### config.mk
export PLATFORM = sky130hd
export DESIGN_NAME = nbody_step_sequencer
export DESIGN_NICKNAME = d
export VERILOG_FILES = /design/src/rtl/nbody_step_sequencer.sv
export SDC_FILE = /design/constraint.sdc
export NUM_CORES = 2
export LEC_CHECK = 0
export CAP_MARGIN = 30
export CORE_MARGIN = 10
export CORE_UTILIZATION = 27
export DETAILED_ROUTE_END_ITERATION = 10
export PLACE_DENSITY = 0.41
export SLEW_MARGIN = 20
export SYNTH_ARGS = -nofsm -noshare
export SYNTH_HDL_FRONTEND = slang
export SYNTH_SLANG_ARGS = --single-unit
### constraint.sdc
create_clock -name clk -period 5.84 [get_ports clk]
set_input_delay 0.584 -clock clk [delete_from_list [all_inputs] [get_ports clk]]
set_output_delay 0.584 -clock clk [all_outputs]
set_load 0.005 [all_outputs]
### src/rtl/nbody_step_sequencer.sv
// Leapfrog step sequencer for the n-body datapath: streams (i,j) pairs into getAccl,
// schedules the velocity kick write-back, then the position drift, for n_steps steps.
//
// state        | meaning
// S_IDLE       | waiting for start; config checked here
// S_ACCEL      | one (i,j) pair per cycle, j outer, i inner
// S_ACCEL_DRAIN| waiting for the last velocity write-back
// S_POS        | one body per cycle, x+=vx, y+=vy issue
// S_POS_DRAIN  | waiting for the last position write; step++
// S_DONE       | run complete, holding done until ack
module nbody_step_sequencer #(
    parameter int BODIES          = 512,
    parameter int BODY_ADDR_WIDTH = $clog2(BODIES),
    parameter int ACCL_LAT        = 123,
    parameter int ADD_LAT         = 20,
    parameter int RAM_LAT         = 1,
    parameter int MIN_BODIES      = ADD_LAT + RAM_LAT + 1
) (
    input  logic                       clk,
    input  logic                       rst,
    input  logic                       start,
    input  logic                       ack,
    input  logic                       abort,
    input  logic [BODY_ADDR_WIDTH:0]   num_bodies,
    input  logic [31:0]                n_steps,
    output logic                       busy,
    output logic                       done,
    output logic                       cfg_err,
    output logic                       pair_valid,
    output logic [BODY_ADDR_WIDTH-1:0] p_i_addr,
    output logic [BODY_ADDR_WIDTH-1:0] p_j_addr,
    output logic [BODY_ADDR_WIDTH-1:0] v_rd_addr,
    output logic                       half_kick,
    output logic                       v_wren,
    output logic [BODY_ADDR_WIDTH-1:0] v_wr_addr,
    output logic [BODY_ADDR_WIDTH-1:0] pos_rd_addr,
    output logic                       pos_wren,
    output logic [BODY_ADDR_WIDTH-1:0] pos_wr_addr,
    output logic [1:0]                 phase
);

    localparam int BAW      = BODY_ADDR_WIDTH;
    localparam int ACC_DL   = ACCL_LAT + ADD_LAT;
    localparam int POS_DL   = RAM_LAT + ADD_LAT;
    localparam int VRD_TAP  = ACCL_LAT - RAM_LAT - 1;
    localparam int KICK_TAP = ACCL_LAT - 1;
    localparam int DCW      = $clog2(ACC_DL + 1);

    localparam logic [BAW:0]   MIN_N        = (BAW+1)'(MIN_BODIES);
    localparam logic [BAW:0]   MAX_N        = (BAW+1)'(BODIES);
    localparam logic [DCW-1:0] ACC_DRAIN_LD = DCW'(ACC_DL);
    localparam logic [DCW-1:0] POS_DRAIN_LD = DCW'(POS_DL);

    typedef enum logic [2:0] {
        S_IDLE,
        S_ACCEL,
        S_ACCEL_DRAIN,
        S_POS,
        S_POS_DRAIN,
        S_DONE
    } state_t;

    state_t state, state_nxt;

    logic [BAW:0]   n_lat;
    logic [31:0]    steps_lat;
    logic [31:0]    step_cnt;
    logic [BAW-1:0] i_cnt, j_cnt, k_cnt;
    logic [DCW-1:0] drain_cnt;

    logic [ACC_DL-1:0] acc_vld;
    logic [BAW-1:0]    acc_addr [ACC_DL];
    logic [POS_DL-1:0] pos_vld;
    logic [BAW-1:0]    pos_addr [POS_DL];

    logic [BAW:0] last_idx;
    logic         n_legal, i_last, j_last, k_last, drain_zero, last_step;

    assign n_legal    = (num_bodies >= MIN_N) && (num_bodies <= MAX_N);
    assign last_idx   = n_lat - 1'b1;
    assign i_last     = ({1'b0, i_cnt} == last_idx);
    assign j_last     = ({1'b0, j_cnt} == last_idx);
    assign k_last     = ({1'b0, k_cnt} == last_idx);
    assign drain_zero = (drain_cnt == '0);
    assign last_step  = ((step_cnt + 32'd1) == steps_lat);

    always_ff @(posedge clk) begin
        if (rst) begin
            state <= S_IDLE;
        end else begin
            state <= state_nxt;
        end
    end

    always_comb begin
        state_nxt = state;
        case (state)
            S_IDLE:        if (start && n_legal) state_nxt = S_ACCEL;
            S_ACCEL:       if (i_last && j_last) state_nxt = S_ACCEL_DRAIN;
            S_ACCEL_DRAIN: if (drain_zero) state_nxt = S_POS;
            S_POS:         if (k_last) state_nxt = S_POS_DRAIN;
            S_POS_DRAIN:   if (drain_zero) state_nxt = last_step ? S_DONE : S_ACCEL;
            S_DONE:        if (ack) state_nxt = S_IDLE;
            default:       state_nxt = S_IDLE;
        endcase
        if (abort) state_nxt = S_IDLE;
    end

    // Write enables are masked by abort so nothing lands in RAM from the abort cycle on.
    always_comb begin
        busy        = (state != S_IDLE) && (state != S_DONE);
        done        = (state == S_DONE);
        phase       = 2'd0;
        if ((state == S_ACCEL) || (state == S_ACCEL_DRAIN)) phase = 2'd1;
        if ((state == S_POS) || (state == S_POS_DRAIN))     phase = 2'd2;
        pair_valid  = (state == S_ACCEL);
        p_i_addr    = pair_valid ? i_cnt : '0;
        p_j_addr    = pair_valid ? j_cnt : '0;
        half_kick   = acc_vld[KICK_TAP] && (step_cnt == '0);
        v_wren      = acc_vld[ACC_DL-1] && !abort;
        v_wr_addr   = v_wren ? acc_addr[ACC_DL-1] : '0;
        pos_rd_addr = (state == S_POS) ? k_cnt : '0;
        v_rd_addr   = '0;
        if (state == S_POS)          v_rd_addr = k_cnt;
        else if (acc_vld[VRD_TAP])   v_rd_addr = acc_addr[VRD_TAP];
        pos_wren    = pos_vld[POS_DL-1] && !abort;
        pos_wr_addr = pos_wren ? pos_addr[POS_DL-1] : '0;
    end

    always_ff @(posedge clk) begin
        if (rst) begin
            n_lat     <= '0;
            steps_lat <= '0;
            step_cnt  <= '0;
            cfg_err   <= 1'b0;
            i_cnt     <= '0;
            j_cnt     <= '0;
            k_cnt     <= '0;
            drain_cnt <= '0;
        end else if (abort) begin
            i_cnt     <= '0;
            j_cnt     <= '0;
            k_cnt     <= '0;
            drain_cnt <= '0;
        end else begin
            case (state)
                S_IDLE: begin
                    if (start) begin
                        if (n_legal) begin
                            n_lat     <= num_bodies;
                            steps_lat <= (n_steps == '0) ? 32'd1 : n_steps;
                            step_cnt  <= '0;
                            cfg_err   <= 1'b0;
                            i_cnt     <= '0;
                            j_cnt     <= '0;
                        end else begin
                            cfg_err <= 1'b1;
                        end
                    end
                end
                S_ACCEL: begin
                    if (i_last) begin
                        i_cnt <= '0;
                        j_cnt <= j_last ? '0 : j_cnt + 1'b1;
                    end else begin
                        i_cnt <= i_cnt + 1'b1;
                    end
                    if (i_last && j_last) drain_cnt <= ACC_DRAIN_LD;
                end
                S_ACCEL_DRAIN: begin
                    k_cnt <= '0;
                    if (!drain_zero) drain_cnt <= drain_cnt - 1'b1;
                end
                S_POS: begin
                    k_cnt <= k_last ? '0 : k_cnt + 1'b1;
                    if (k_last) drain_cnt <= POS_DRAIN_LD;
                end
                S_POS_DRAIN: begin
                    i_cnt <= '0;
                    j_cnt <= '0;
                    if (!drain_zero) drain_cnt <= drain_cnt - 1'b1;
                    else             step_cnt  <= step_cnt + 32'd1;
                end
                default: ;
            endcase
        end
    end

    // {valid,i} delay lines: entry k holds what was issued k+1 cycles ago.
    always_ff @(posedge clk) begin
        if (rst || abort) begin
            acc_vld <= '0;
            pos_vld <= '0;
            for (int k = 0; k < ACC_DL; k++) acc_addr[k] <= '0;
            for (int k = 0; k < POS_DL; k++) pos_addr[k] <= '0;
        end else begin
            acc_vld     <= {acc_vld[ACC_DL-2:0], (state == S_ACCEL)};
            acc_addr[0] <= i_cnt;
            for (int k = 1; k < ACC_DL; k++) acc_addr[k] <= acc_addr[k-1];
            pos_vld     <= {pos_vld[POS_DL-2:0], (state == S_POS)};
            pos_addr[0] <= k_cnt;
            for (int k = 1; k < POS_DL; k++) pos_addr[k] <= pos_addr[k-1];
        end
    end

endmodule

# --- After elaboration in Yosys (flattened, before gate mapping) ---
# Memory sizes are Yosys's and may differ from the RTL's.
# Index checks and enable logic that the tools add are counted.
word_totals:
  output_inout_bits: 63
  ramBits: 1476
  elab_cells: 438
  regBits: 277
  memories: 2
  in_bits: 47
op_classes:
  order_cmp: 2
  n_addsub: 6
  n_reduce_logical: 29
  bitwise_logic: 165
  eq_ne: 20
  n_mux: 203
memory_table:
  columns: ["name", "depth", "width", "rd", "rd_clocked_by_memory_dff", "write_ports", "line", "source"]
  rows:
  - ["acc_addr", 143, 9, 143, 0, 143, "72", "logic [BAW-1:0] acc_addr [ACC_DL];"]
  - ["pos_addr", 21, 9, 21, 0, 21, "74", "logic [BAW-1:0] pos_addr [POS_DL];"]
ops:
  columns: ["operator", "count"]
  rows:
  - ["$mux W9", 177]
  - ["$or A1 B1 Y1", 164]
  - ["$mux W32", 4]
  - ["$logic_not A32 Y1", 2]
  - ["$pmux W32 S2", 1]
  - ["$pmux W9 S3", 2]
  - ["$add A32 B1 Y32 const B", 1]
  - ["$eq A32 B32 Y1", 1]
  - ["$eq A9 B10 Y1", 3]
  - ["$add A9 B1 Y9 const B", 3]
  - ["$mux W8", 3]
  - ["$pmux W8 S3", 1]
  - ["$mux W3", 7]
  - ["$pmux W3 S6", 1]
  - ["$pmux W9 S2", 1]
  - ["$ne A2 B2 Y1 const B", 8]
  - ["$reduce_and A4 Y1", 3]
  - ["$ge A10 B5 Y1 const B", 1]
  - ["$le A10 B10 Y1 const B", 1]
  - ["$sub A10 B1 Y10 const B", 1]
  - ["$reduce_bool A3 Y1", 3]
  - ["$logic_not A8 Y1", 1]
  - ["$sub A8 B1 Y8 const B", 1]
  - ["$logic_and A1 B1 Y1", 7]
  - ["other kinds (16)", 28]

# --- Depth between registers and ports, before layout ---
depth:
  word_depth: 5
  depth_mapped: 12
  mapped_depth_nobuf: 10

# --- Worst setup path before layout ---
# OpenSTA, ideal clock, no wires.
synth_timing:
  path_type: "register -> register"
  startpoint: "register step_cnt[1]"
  endpoint: "register state[2]"
  t_arrival_ps: 2854
  path_stages_with_launch: 11
  slack_ps: 2901
  path_cell_list: "dfxtp_1 -> ha_1 -> clkbuf_1 -> nand3_1 -> or4_1 -> nor4_1 -> nand3_1 -> xnor2_1 -> nor4_1 -> nand4_1 -> a211oi_1"
synth_between:
  elab_chain_cells: 5
synth_rtl:
  columns: ["item", "line", "source"]
  rows:
  - ["start: declaration", "67", "logic [31:0] step_cnt;"]
  - ["start signal: assignment", "182", "else step_cnt <= step_cnt + 32'd1;"]
  - ["$add A32 B1 Y32", "85", "assign last_step = ((step_cnt + 32'd1) == steps_lat);"]
  - ["$eq A32 B32 Y1", "85", null]
  - ["$mux W3 (2 in series)", "102", "S_POS_DRAIN: if (drain_zero) state_nxt = last_step ? S_DONE : S_ACCEL;"]
  - ["$pmux W3 S6", "97", "case (state)"]
  - ["end signal: assignment", "91", "state <= state_nxt;"]
  - ["end: declaration", "63", "state_t state, state_nxt;"]
# Every way passes these cells. The select of a mux whose other input is x is not followed.
# A chain may end at the register's enable or synchronous reset.

# --- Worst setup path in the final report ---
layout_timing:
  startpoint: "register state[1]"
  endpoint: "output v_rd_addr[7]"
layout_between:
  elab_chain_cells: 2
layout_rtl:
  columns: ["item", "line", "source"]
  rows:
  - ["$eq A3 B2 Y1", "124", "if (state == S_POS) v_rd_addr = k_cnt;"]
  - ["$mux W9", "124", null]
  - ["end: declaration", "32", "output logic [BODY_ADDR_WIDTH-1:0] v_rd_addr,"]
# Every way passes these cells.

==> flow_summary.rst <==
.. list-table::
   :header-rows: 1

   * - Metric
     - Value
   * - Status
     - finished, final reports clean
   * - Number of search-and-repair iterations in the first detailed-routing pass
     - 5
   * - Number of top-level design ports
     - 110
   * - Endpoint, Worst Hold
     - pos_vld[5]$_SDFF_PP0_
   * - Share of total power in sequential cells
     - 49.9%
   * - Number of warnings printed during yosys synthesis
     - 0
   * - Simple-Gate Fraction of Synth Area
     - 24.88%
   * - Fraction of the cycle the final worst path needs
     - between 70% and 80%
   * - Violation count after the first detailed-routing iteration
     - 1151
   * - Crit Path Class
     - reg2out
   * - Number of global-route vias before repair
     - approximately 27k
   * - Initial antenna violation count
     - 16
   * - Total length of routed wires
     - between 90000 and 100000 um
   * - Highest fanout seen on the critical path
     - 14
   * - Average detailed-routed wire length per instance
     - between 10 and 15 um
   * - Wire length of the first global-routing pass
     - approximately 150000 um
   * - #FFs+latches synth
     - 1753
   * - Via count normalized by instance count
     - 3.845
   * - Cts bufs inserted
     - ~180
   * - Post-synthesis mux area share
     - 0.1219%
   * - CTS sink count
     - between 1.5k and 2k
   * - Total die area
     - slightly above 200000 um^2
   * - IR Drop Worst-Case VDD
     - 0.2330 mV
   * - Critical Path AT
     - between 3 and 4 ns
   * - Clock tree from TritonCTS
     - done
   * - Number of synthesized flops with an enable pin
     - 0
   * - Number of hold-repair buffers added at the cts stage
     - 0
   * - Number of library cell types mapped by synthesis
     - 70
   * - Chip Width
     - 455.9 um
   * - Post-Synthesis Cell Area
     - 51300 um^2
   * - Final Hold Fails
     - 0
   * - Sequential cell area
     - between 30000 and 40000 um^2
   * - Total half-perimeter wirelength after legalization and detailed placement
     - ~51000 um
   * - CTS-repair resized insts
     - 0
   * - Dominant combinational cell family by area after synthesis
     - simple AND/OR/NAND/NOR gates
   * - Layout cells sized above 1
     - under 10%
   * - R2R Path Start
     - step_cnt[0]$_SDFFE_PP0P_
   * - Length in cells of the worst reg-to-reg path
     - 9
   * - Clock Skews
     - approximately 0.064 ns
   * - Post-Synthesis Cells
     - around 4.5k
   * - Final estimated routing congestion in global placement
     - between 0.7 and 0.8
   * - Residual antenna-violating net count after detailed routing
     - 0
   * - Clock latency at the later pin of the worst-skew pair
     - a little under 0.8 ns
   * - Port Buffer Count
     - 109
   * - Footprint of the multi-input gates
     - around 15000 um^2
   * - Post-Place Worst Slack
     - 1.702 ns
   * - Fraction of power consumed by combinational cells
     - under 10%
   * - Count of buffers added by post-CTS timing repair for setup
     - 0
   * - Fill count
     - around 19k
   * - DR vias
     - ~28k
   * - Area fraction in compound gates after synthesis
     - under 10%
   * - Power per standard cell area
     - approximately 390 nW/um^2
   * - Smallest setup slack after layout
     - between 1.5 and 2 ns
   * - Residual DRC count
     - 0
   * - End of the worst register-to-register path
     - state[2]$_SDFFE_PP0P_
   * - Register-to-register path setup slack
     - roughly 2 ns
   * - Clock slew at the register clock pins of the worst setup and hold paths
     - 0.06 ns
   * - Max Root-Sink Buffers
     - 3
   * - Adder-cell share of the synthesized area
     - 0.1951%
   * - Min-Delay Path Class
     - in2reg
   * - Leftover overflow at the end of global routing
     - 0
   * - RSZ-0062 raised after global routing
     - no
   * - Final setup violating endpoints
     - 0
   * - Switch Pwr
     - approximately 5100 uW
   * - Die H
     - about 460 um
   * - Clock period minus final worst setup slack
     - between 4 and 5 ns
   * - Number of instances in the placed design
     - just under 7k
   * - Required time reported for the critical path endpoint
     - ~5.3 ns
   * - Max Cap Violations
     - 0
   * - Crit path launch type
     - flip-flop
   * - Root Buffer
     - clkbuf_16
   * - Area growth from synthesis to final layout
     - 19.15%
   * - Headroom to the max-slew limit
     - between 30% and 40%
   * - Layout Cells excl Fill
     - 7186
   * - Start point of the worst min-delay path
     - rst
   * - Internal power
     - roughly 19000 uW
   * - Number of placement rows
     - around 160
   * - Average cell area after synthesis
     - approximately 11 um^2
   * - Nets@finish
     - ~4.6k
   * - Total Neg Setup Slack
     - 0 ns
   * - Endpoint class of the critical path
     - primary output
   * - Xor and xnor fraction of the mapped netlist area
     - ~1.6%
   * - Total global routing track utilization
     - 8.678%
   * - Actual slew at the worst max-slew pin
     - between 0.8 and 0.9 ns
   * - Core ar.
     - 188400 um^2
   * - Total nets after synthesis
     - roughly 4.5k
   * - Largest net degree at the start of global routing
     - approximately 180
   * - Asr flop ratio synth
     - 0%
   * - Clk network pwr share
     - around half
   * - Leakage Power
     - 0.02422 uW
   * - Initial Utilization
     - between 20% and 30%
   * - Count of H-tree levels built during CTS
     - 4
   * - Max frequency
     - 242.1 MHz
   * - Hold Crit Depth
     - 3
   * - Top flip-flop cell by instance count after synthesis
     - dfxtp_1
   * - Share of total power consumed by net switching
     - roughly a fifth
   * - Sequential share of the synthesized area
     - ~68%
   * - Final Max Tran Viols
     - 0
==> worst max path at each step <==
| stage | from | endpoint | slack, ns |
|---|---|---|---|
| 6_report | state[1]$_SDFFE_PP0P_ | v_rd_addr[7] | 1.71 |
| 5_1_grt | state[1]$_SDFFE_PP0P_ | v_rd_addr[7] | 1.48 |
| 4_1_cts | state[1]$_SDFFE_PP0P_ | v_rd_addr[7] | 1.65 |
| 3_5_place_dp | num_bodies[5] | step_cnt[25]$_SDFFE_PP0P_ | 1.70 |
| 3_3_place_gp | num_bodies[5] | step_cnt[27]$_SDFFE_PP0P_ | 1.67 |
| 2_1_floorplan | step_cnt[1]$_SDFFE_PP0P_ | state[2]$_SDFFE_PP0P_ | 2.90 |
==> flip-flops by register name, summed over array words and instances (netlist names) <==
signal	flops
pos_addr	189
k_cnt	9
acc_vld	143
acc_addr	1287
drain_cnt	8
pos_vld	21
step_cnt	32
cfg_err	1
state	3
i_cnt	9
n_lat	10
steps_lat	32
j_cnt	9
==> power groups by stage <==
| stage | registers, uW | logic (uW) | clock network [uW] |
|---|---|---|---|
| after floorplan | 12200 | 301 | 0 |
| after global placement | 12300 | 465 | 0 |
| after detailed placement | 12300 | 467 | 0 |
| after CTS | 12000 | 468 | 12100 |
| after global routing | 12000 | 512 | 12600 |
| final | 12000 | 449 | 11600 |
==> placed cells by master, fill, tap and decap left out, types with 9 or more instances in the layout <==
cell type        netlist  layout
nand4_1               29      29
nor4_1                29      27
nand3b_1              11      11
clkdlybuf4s50_1        0     108
nand2_1              126     126
inv_1                 17      17
dfxtp_1             1753    1753
a21o_1                16      16
nand2b_1               9       9
clkbuf_16              0     187
o31ai_1               10      10
or3_1                 15      15
and3_1                19      19
clkbuf_8               0      51
o21ai_0               46      46
a21oi_1               93      93
nand3_1               38      38
nor3_1                26      26
buf_12                 0      13
nor2_1                84      81
and2_1              1681    1681
or4_1                 13      13
o211ai_1               9       9
clkbuf_1             241      35
buf_4                  2      23
clkinv_2               0      29
xnor2_1               54      54
nor2b_1                9       9
xor2_1                33      33
==> stage by stage <==
| step | area, um^2 | power, uW | util [%] | hold slack [ns] |
|---|---|---|---|---|
| after detailed placement | 54900 | 12740 | 29.14 | 0.4097 |
| final | 61130 | 24060 | 32.45 | 0.3450 |
| after CTS | 61100 | 24620 | 32.43 | 0.2875 |
| after floorplan | 51300 | 12550 | - | 0.4057 |
| after global placement | 54870 | 12730 | 29.12 | 0.4068 |
| after global routing | 61130 | 25130 | 32.45 | 0.3190 |
==> cell families (layout without fill, tap and decap cells) <==
| logic type | count (synthesis) | in the layout |
|---|---|---|
| muxes | 6 | 6 |
| AOI/OAI and AO/OA | 221 | 221 |
| and+or+nand+nor | 2120 | 2120 |
| DFF | 1753 | 1753 |
| other | 0 | 2 |
| xor gates and xnor gates | 89 | 89 |
| buffers and inverters | 279 | 492 |
| adders and majority gates | 8 | 8 |
==> routing by layer <==
metal / share of wire, % / global-route usage, % / vias up
met4: 3.1 / 3.208 / 2
met1: 48 / 11.17 / 12930
met3: 4.1 / 2.292 / 224
met2: 45 / 13.91 / 338
met5: 0.021 / 0 / -
li1: - / - / 14130
==> Yosys cell counts (3+ instances only) <==
cell type | instances | area share [%]
buf_2 | 7 | 0.068
nor2b_1 | 9 | 0.11
o211a_1 | 3 | 0.059
o21ai_0 | 46 | 0.45
nor4_1 | 29 | 0.35
o31ai_1 | 10 | 0.15
ha_1 | 8 | 0.20
or4_1 | 13 | 0.19
nor2_1 | 84 | 0.61
a21o_1 | 16 | 0.23
inv_1 | 17 | 0.12
and2_1 | 1681 | 20
nor3b_1 | 4 | 0.059
buf_6 | 6 | 0.13
o31a_1 | 3 | 0.051
a311oi_1 | 4 | 0.068
a21oi_1 | 93 | 0.91
buf_1 | 4 | 0.029
o22ai_1 | 4 | 0.049
nand3b_1 | 11 | 0.16
nor3_1 | 26 | 0.25
nand4b_1 | 4 | 0.068
xor2_1 | 33 | 0.56
clkbuf_1 | 241 | 1.8
xnor2_1 | 54 | 0.92
nand4_1 | 29 | 0.35
or3_1 | 15 | 0.18
nand3_1 | 38 | 0.37
o2111ai_1 | 3 | 0.051
a211oi_1 | 4 | 0.059
a31oi_1 | 6 | 0.073
or2_2 | 4 | 0.049
and4_1 | 7 | 0.12
and3_1 | 19 | 0.23
nand2b_1 | 9 | 0.11
a2111oi_0 | 3 | 0.051
nand2_1 | 126 | 0.92
dfxtp_1 | 1753 | 68
mux2i_1 | 4 | 0.078
o211ai_1 | 9 | 0.13
==> worst max-delay path, stage by stage, from the launching register on <==
cell,delay [ns]
dfxtp_1,0.65
nor2b_1,0.73
nand2_1,0.33
and2_1,0.38
a21o_1,0.23
clkdlybuf4s50_1,0.46
==> area by class of cell <==
cell class,count,share of cell area [%]
Antenna cell,2,0.008188
Clock buffer,273,9.019
Clock inverter,57,1.132
Inverter,17,0.1044
Multi-Input combinational cell,2444,24.73
Sequential cell,1753,57.41
Tap cell,2495,5.107
Timing Repair Buffer,145,2.485
Power figures use the tool's default switching activity.
